File: config.mk
export PLATFORM = sky130hd
export DESIGN_NAME = mem_dump_unit
export DESIGN_NICKNAME = d
export VERILOG_FILES = /design/src/rtl/mem_dump_unit.sv
export SDC_FILE = /design/constraint.sdc
export NUM_CORES = 1
export LEC_CHECK = 0
export ABC_AREA = 1
export ABC_CLOCK_PERIOD_IN_PS = 1200
export CORE_UTILIZATION = 38
export CTS_CLUSTER_SIZE = 30
export DETAILED_ROUTE_END_ITERATION = 16
export HOLD_SLACK_MARGIN = 0.15
export PLACE_DENSITY = 0.73
export SYNTH_ARGS = -nofsm -noshare
export SYNTH_HDL_FRONTEND = slang
export SYNTH_SLANG_ARGS = --single-unit
File: constraint.sdc
create_clock -name clk -period 1.2 [get_ports clk]
set_input_delay 0.24 -clock clk [delete_from_list [all_inputs] [get_ports clk]]
set_output_delay 0.24 -clock clk [all_outputs]
set_load 0.005 [all_outputs]
File: src/rtl/mem_dump_unit.sv
// mem_dump_unit: streams a block of words from a data memory to a ready/valid sink.
// Define MEM_DUMP_CHECKSUM_EN to append a modulo-2^DATA_WIDTH sum word to each dump.
module mem_dump_unit #(
  parameter int ADDR_WIDTH = 13,
  parameter int DATA_WIDTH = 32
) (
  input  logic                  clk,
  input  logic                  reset,
  input  logic                  start,
  input  logic [ADDR_WIDTH-1:0] base_addr,
  input  logic [ADDR_WIDTH:0]   word_count,
  output logic                  busy,
  output logic                  done,
  output logic [ADDR_WIDTH-1:0] mem_addr,
  output logic                  mem_re,
  input  logic [DATA_WIDTH-1:0] mem_rdata,
  output logic                  out_valid,
  input  logic                  out_ready,
  output logic [DATA_WIDTH-1:0] out_data,
  output logic                  out_last,
  output logic [DATA_WIDTH-1:0] checksum
);
`ifdef MEM_DUMP_CHECKSUM_EN
  typedef enum logic [2:0] {IDLE, READ, CAPTURE, SEND, CSUM, DONE} state_t;
`else
  typedef enum logic [2:0] {IDLE, READ, CAPTURE, SEND, DONE} state_t;
`endif
  localparam logic [ADDR_WIDTH:0] ONE = {{ADDR_WIDTH{1'b0}}, 1'b1};
  state_t                state_q, state_d;
  logic [ADDR_WIDTH-1:0] addr_q, addr_d;
  logic [ADDR_WIDTH:0]   cnt_q, cnt_d;
  logic [DATA_WIDTH-1:0] data_q, data_d;
  logic                  accept, final_word;
`ifdef MEM_DUMP_CHECKSUM_EN
  logic [DATA_WIDTH-1:0] csum_q, csum_d;
`endif
  assign accept     = state_q == SEND && out_ready;
  assign final_word = cnt_q == ONE;
  always_ff @(posedge clk) begin
    if (reset) begin
      state_q <= IDLE;
      addr_q  <= '0;
      cnt_q   <= '0;
      data_q  <= '0;
`ifdef MEM_DUMP_CHECKSUM_EN
      csum_q  <= '0;
`endif
    end else begin
      state_q <= state_d;
      addr_q  <= addr_d;
      cnt_q   <= cnt_d;
      data_q  <= data_d;
`ifdef MEM_DUMP_CHECKSUM_EN
      csum_q  <= csum_d;
`endif
    end
  end
  always_comb begin
    state_d = state_q;
    addr_d  = accept ? addr_q + 1'b1 : addr_q;
    cnt_d   = accept ? cnt_q - 1'b1 : cnt_q;
    data_d  = state_q == CAPTURE ? mem_rdata : data_q;
`ifdef MEM_DUMP_CHECKSUM_EN
    csum_d  = accept ? csum_q + data_q : csum_q;
`endif
    case (state_q)
      IDLE: if (start) begin
        addr_d  = base_addr;
        cnt_d   = word_count;
`ifdef MEM_DUMP_CHECKSUM_EN
        csum_d  = '0;
`endif
        state_d = word_count == '0 ? DONE : READ;
      end
      READ:    state_d = CAPTURE;
      CAPTURE: state_d = SEND;
`ifdef MEM_DUMP_CHECKSUM_EN
      SEND:    state_d = !out_ready ? SEND : final_word ? CSUM : READ;
      CSUM:    state_d = out_ready ? DONE : CSUM;
`else
      SEND:    state_d = !out_ready ? SEND : final_word ? DONE : READ;
`endif
      DONE:    state_d = IDLE;
      default: state_d = IDLE;
    endcase
  end
  assign busy     = state_q != IDLE;
  assign done     = state_q == DONE;
  assign mem_re   = state_q == READ;
  assign mem_addr = addr_q;
`ifdef MEM_DUMP_CHECKSUM_EN
  // The checksum word travels on the same stream, after the last data word.
  assign out_valid = state_q == SEND || state_q == CSUM;
  assign out_data  = state_q == CSUM ? csum_q : data_q;
  assign out_last  = state_q == CSUM;
  assign checksum  = csum_q;
`else
  assign out_valid = state_q == SEND;
  assign out_data  = data_q;
  assign out_last  = state_q == SEND && final_word;
  assign checksum  = '0;
`endif
endmodule

==> impl_metrics.json <==
{
  "vias_per_cell": 5.17,
  "cts_tree": "done",
  "wl_per_cell_um": 17.6,
  "avgSynthCellArea_um2": 6.86,
  "crit_chain": "inv_2 -> ha_4 -> nand3_2 -> nor2_2 -> nand2_2 -> nor2_4 -> buf_2",
  "cts_buffers": 9,
  "setup_ws_ns": -0.482,
  "startpoint_type": "flop",
  "antenna_found_initial": 0,
  "hpwl_um": 6920,
  "whs_ns": 0.471,
  "initial_core_util_pct": 39.8,
  "rsz0062_at_grt": "true",
  "worstPathArrival_ns": 1.44,
  "vias": 4225,
  "crit_type": "reg2out",
  "pwr-share-comb_pct": 46.6,
  "drtIter0Drc": 209,
  "grtUsageTotal_pct": 27.8,
  "grt_pass1_vias": 3951,
  "leakage_nw": 3.14,
  "dr.pass1.iters": 4,
  "skew_ns": 0.0104,
  "power.density_nw_per_um2": 1230,
  "status": "finished, violations left",
  "layout_commonest_cell": "buf_4",
  "ys.flop_type": "dfxtp_1",
  "fin_crit_ns": 1.68,
  "htreeDepth": 3,
  "switching_share_pct": 36.8,
  "grt_pass1_wl_um": 19000,
  "fin_area_um2": 6510,
  "slowest_stage": "dfxtp_2",
  "cts.sinks": 62,
  "synth_edf_count": 0,
  "yosysTopAreaCellShare_pct": 37.6,
  "synth_area_um2": 3300,
  "report.final.setup_viol": 67,
  "num_rows": 33,
  "yosysWarnings": 0,
  "clock.fmax_mhz": 594,
  "min_path_type": "reg2reg",
  "diodes": 0,
  "violations": "setup timing",
  "final_cell_mix": "buf_4, nor2_1, clkdlybuf4s50_1, inv_1, nand2_1",
  "seq_power_share_pct": 32.7,
  "switchingPower_mw": 2.95,
  "die-area_um2": 9070,
  "vdd_drop_max_mv": 0.586,
  "pwr-share-clk_pct": 20.7,
  "portBuffers": 112,
  "drc": 0,
  "synth_area_leaders": "dfxtp_1, nor2_1, o21ai_0, buf_4, inv_1",
  "overflow": 0,
  "critPathMaxFanout": 2,
  "r2r_cells": 10,
  "drive_gt1_share_pct": 46.6,
  "boundaryPins": 145,
  "clock_latency_ns": 0.34,
  "async_flop_share_pct": 0,
  "die_h_um": 95.3,
  "final_antenna_net_count": 0,
  "core_area_um2": 8300,
  "place.gp.congestion": 0.836,
  "cpPeakStageDelay_ns": 0.34,
  "seq_area_frac_synth_pct": 37.6,
  "clock_path_buffers": 2,
  "p_int_mw": 5.05,
  "placed_area_um2": 4910,
  "wirelength_um": 14300,
  "fin_nets": 773,
  "die_x_um": 95.3,
  "synth_top_area_cell": "dfxtp_1",
  "ctsRootBufferMaster": "clkbuf_8",
  "synth.distinct_cells": 34,
  "synthToLayoutAreaGrowth_pct": 97.1,
  "cp_data_required_time_ns": 0.96,
  "synth_cells": 482,
  "maxCapViolations": 0,
  "ys_seq_elements": 62,
  "maxSlewViolCount": 0,
  "crit_path_end_kind": "primary output",
  "hold_viol": 0,
  "grt_max_degree": 34,
  "min_delay_path_depth": 2,
  "clkTransAtPathRegs_ns": 0.07,
  "post-route-period-util_pct": 140
}
-- repair_timing --
action	in CTS	in global routing
pin swaps	43	44
gates resized for setup	267	136
cloned	10	1
endpoints found under the setup margin	111	86
hold buffers	0	0
buffers inserted	31	24
-- final timing paths --
path	start	to	slack, ns
worst max-delay path	cnt_q[1]	out_last	-0.48
worst min-delay path	out_data[5]	out_data[5]	0.47
worst min register to register	out_data[5]	out_data[5]	0.47
worst max register to register	state_q[1]	mem_addr[11]	-0.44
-- per-stage QoR --
step	power, mW	std cells	utilization (%)	setup TNS, ns	worst slack (ns)
2_1_floorplan	3.72	513	-	-0.263	-0.0498
3_3_place_gp	4.86	741	59.2	-16.25	-0.575
3_5_place_dp	4.92	741	59.2	-17.81	-0.664
4_1_cts	7.39	798	72.0	-12.17	-0.429
5_1_grt	8.40	817	78.5	-17.97	-0.536
6_report	8.00	817	78.5	-15.57	-0.482
-- worst max-delay path: cells and delay by family, from the launching register on --
kind	cells	cell delay [ns]
flops	1	0.34
simple gates	4	0.44
fa+ha+maj	1	0.13
buf+inv	2	0.20
-- registers in the layout, summed over array words and instances (netlist names) --
name / cells
out_data: 32
cnt_q: 14
mem_addr: 13
state_q: 3
-- cells in the mapped netlist (all sizes together), types with 2 or more instances --
cell	count
o21ai	65
nand4	8
nor3	4
o21bai	7
o211ai	6
inv	62
nand2	62
a21oi	7
clkbuf	8
or2	4
ha	3
buf	42
xnor2	2
nor2	104
nand3	29
xor2	3
dfxtp	62
-- metal layers --
layer | vias to the layer above | part of all wire, % | global-route usage [%]
li1 | 1928 | - | -
met1 | 1976 | 37 | 32.3
met2 | 246 | 51 | 49.3
met3 | 75 | 6.4 | 5.58
met4 | 0 | 5.8 | 11.6
met5 | - | 0 | 0
-- power by group through the flow --
stage | clock network (mW) | logic, mW | registers (mW)
after global routing | 1.80 | 3.96 | 2.64
after CTS | 1.65 | 3.16 | 2.58
after global placement | 0 | 2.26 | 2.59
final | 1.66 | 3.73 | 2.61
after floorplan | 0 | 1.08 | 2.64
after detailed placement | 0 | 2.31 | 2.61
-- area by class of cell --
class | count | area (um2)
Clock buffer | 10 | 128
Clock inverter | 6 | 38.8
Inverter | 62 | 268
Tap cell | 105 | 131
Timing Repair Buffer | 232 | 2340
Multi-Input combinational cell | 340 | 2310
Fill cell | 533 | 1790
Sequential cell | 62 | 1300
-- logic make-up after synthesis --
logic type	share of synthesized area, %
xor gates and xnor gates	1.33
buffers and inverters	17.2
other	0.113
DFF	37.6
adders and majority gates	1.14
AOI/OAI and AO/OA	14.3
and+or+nand+nor	28.4
No activity file was read; power rests on OpenSTA's default activity.
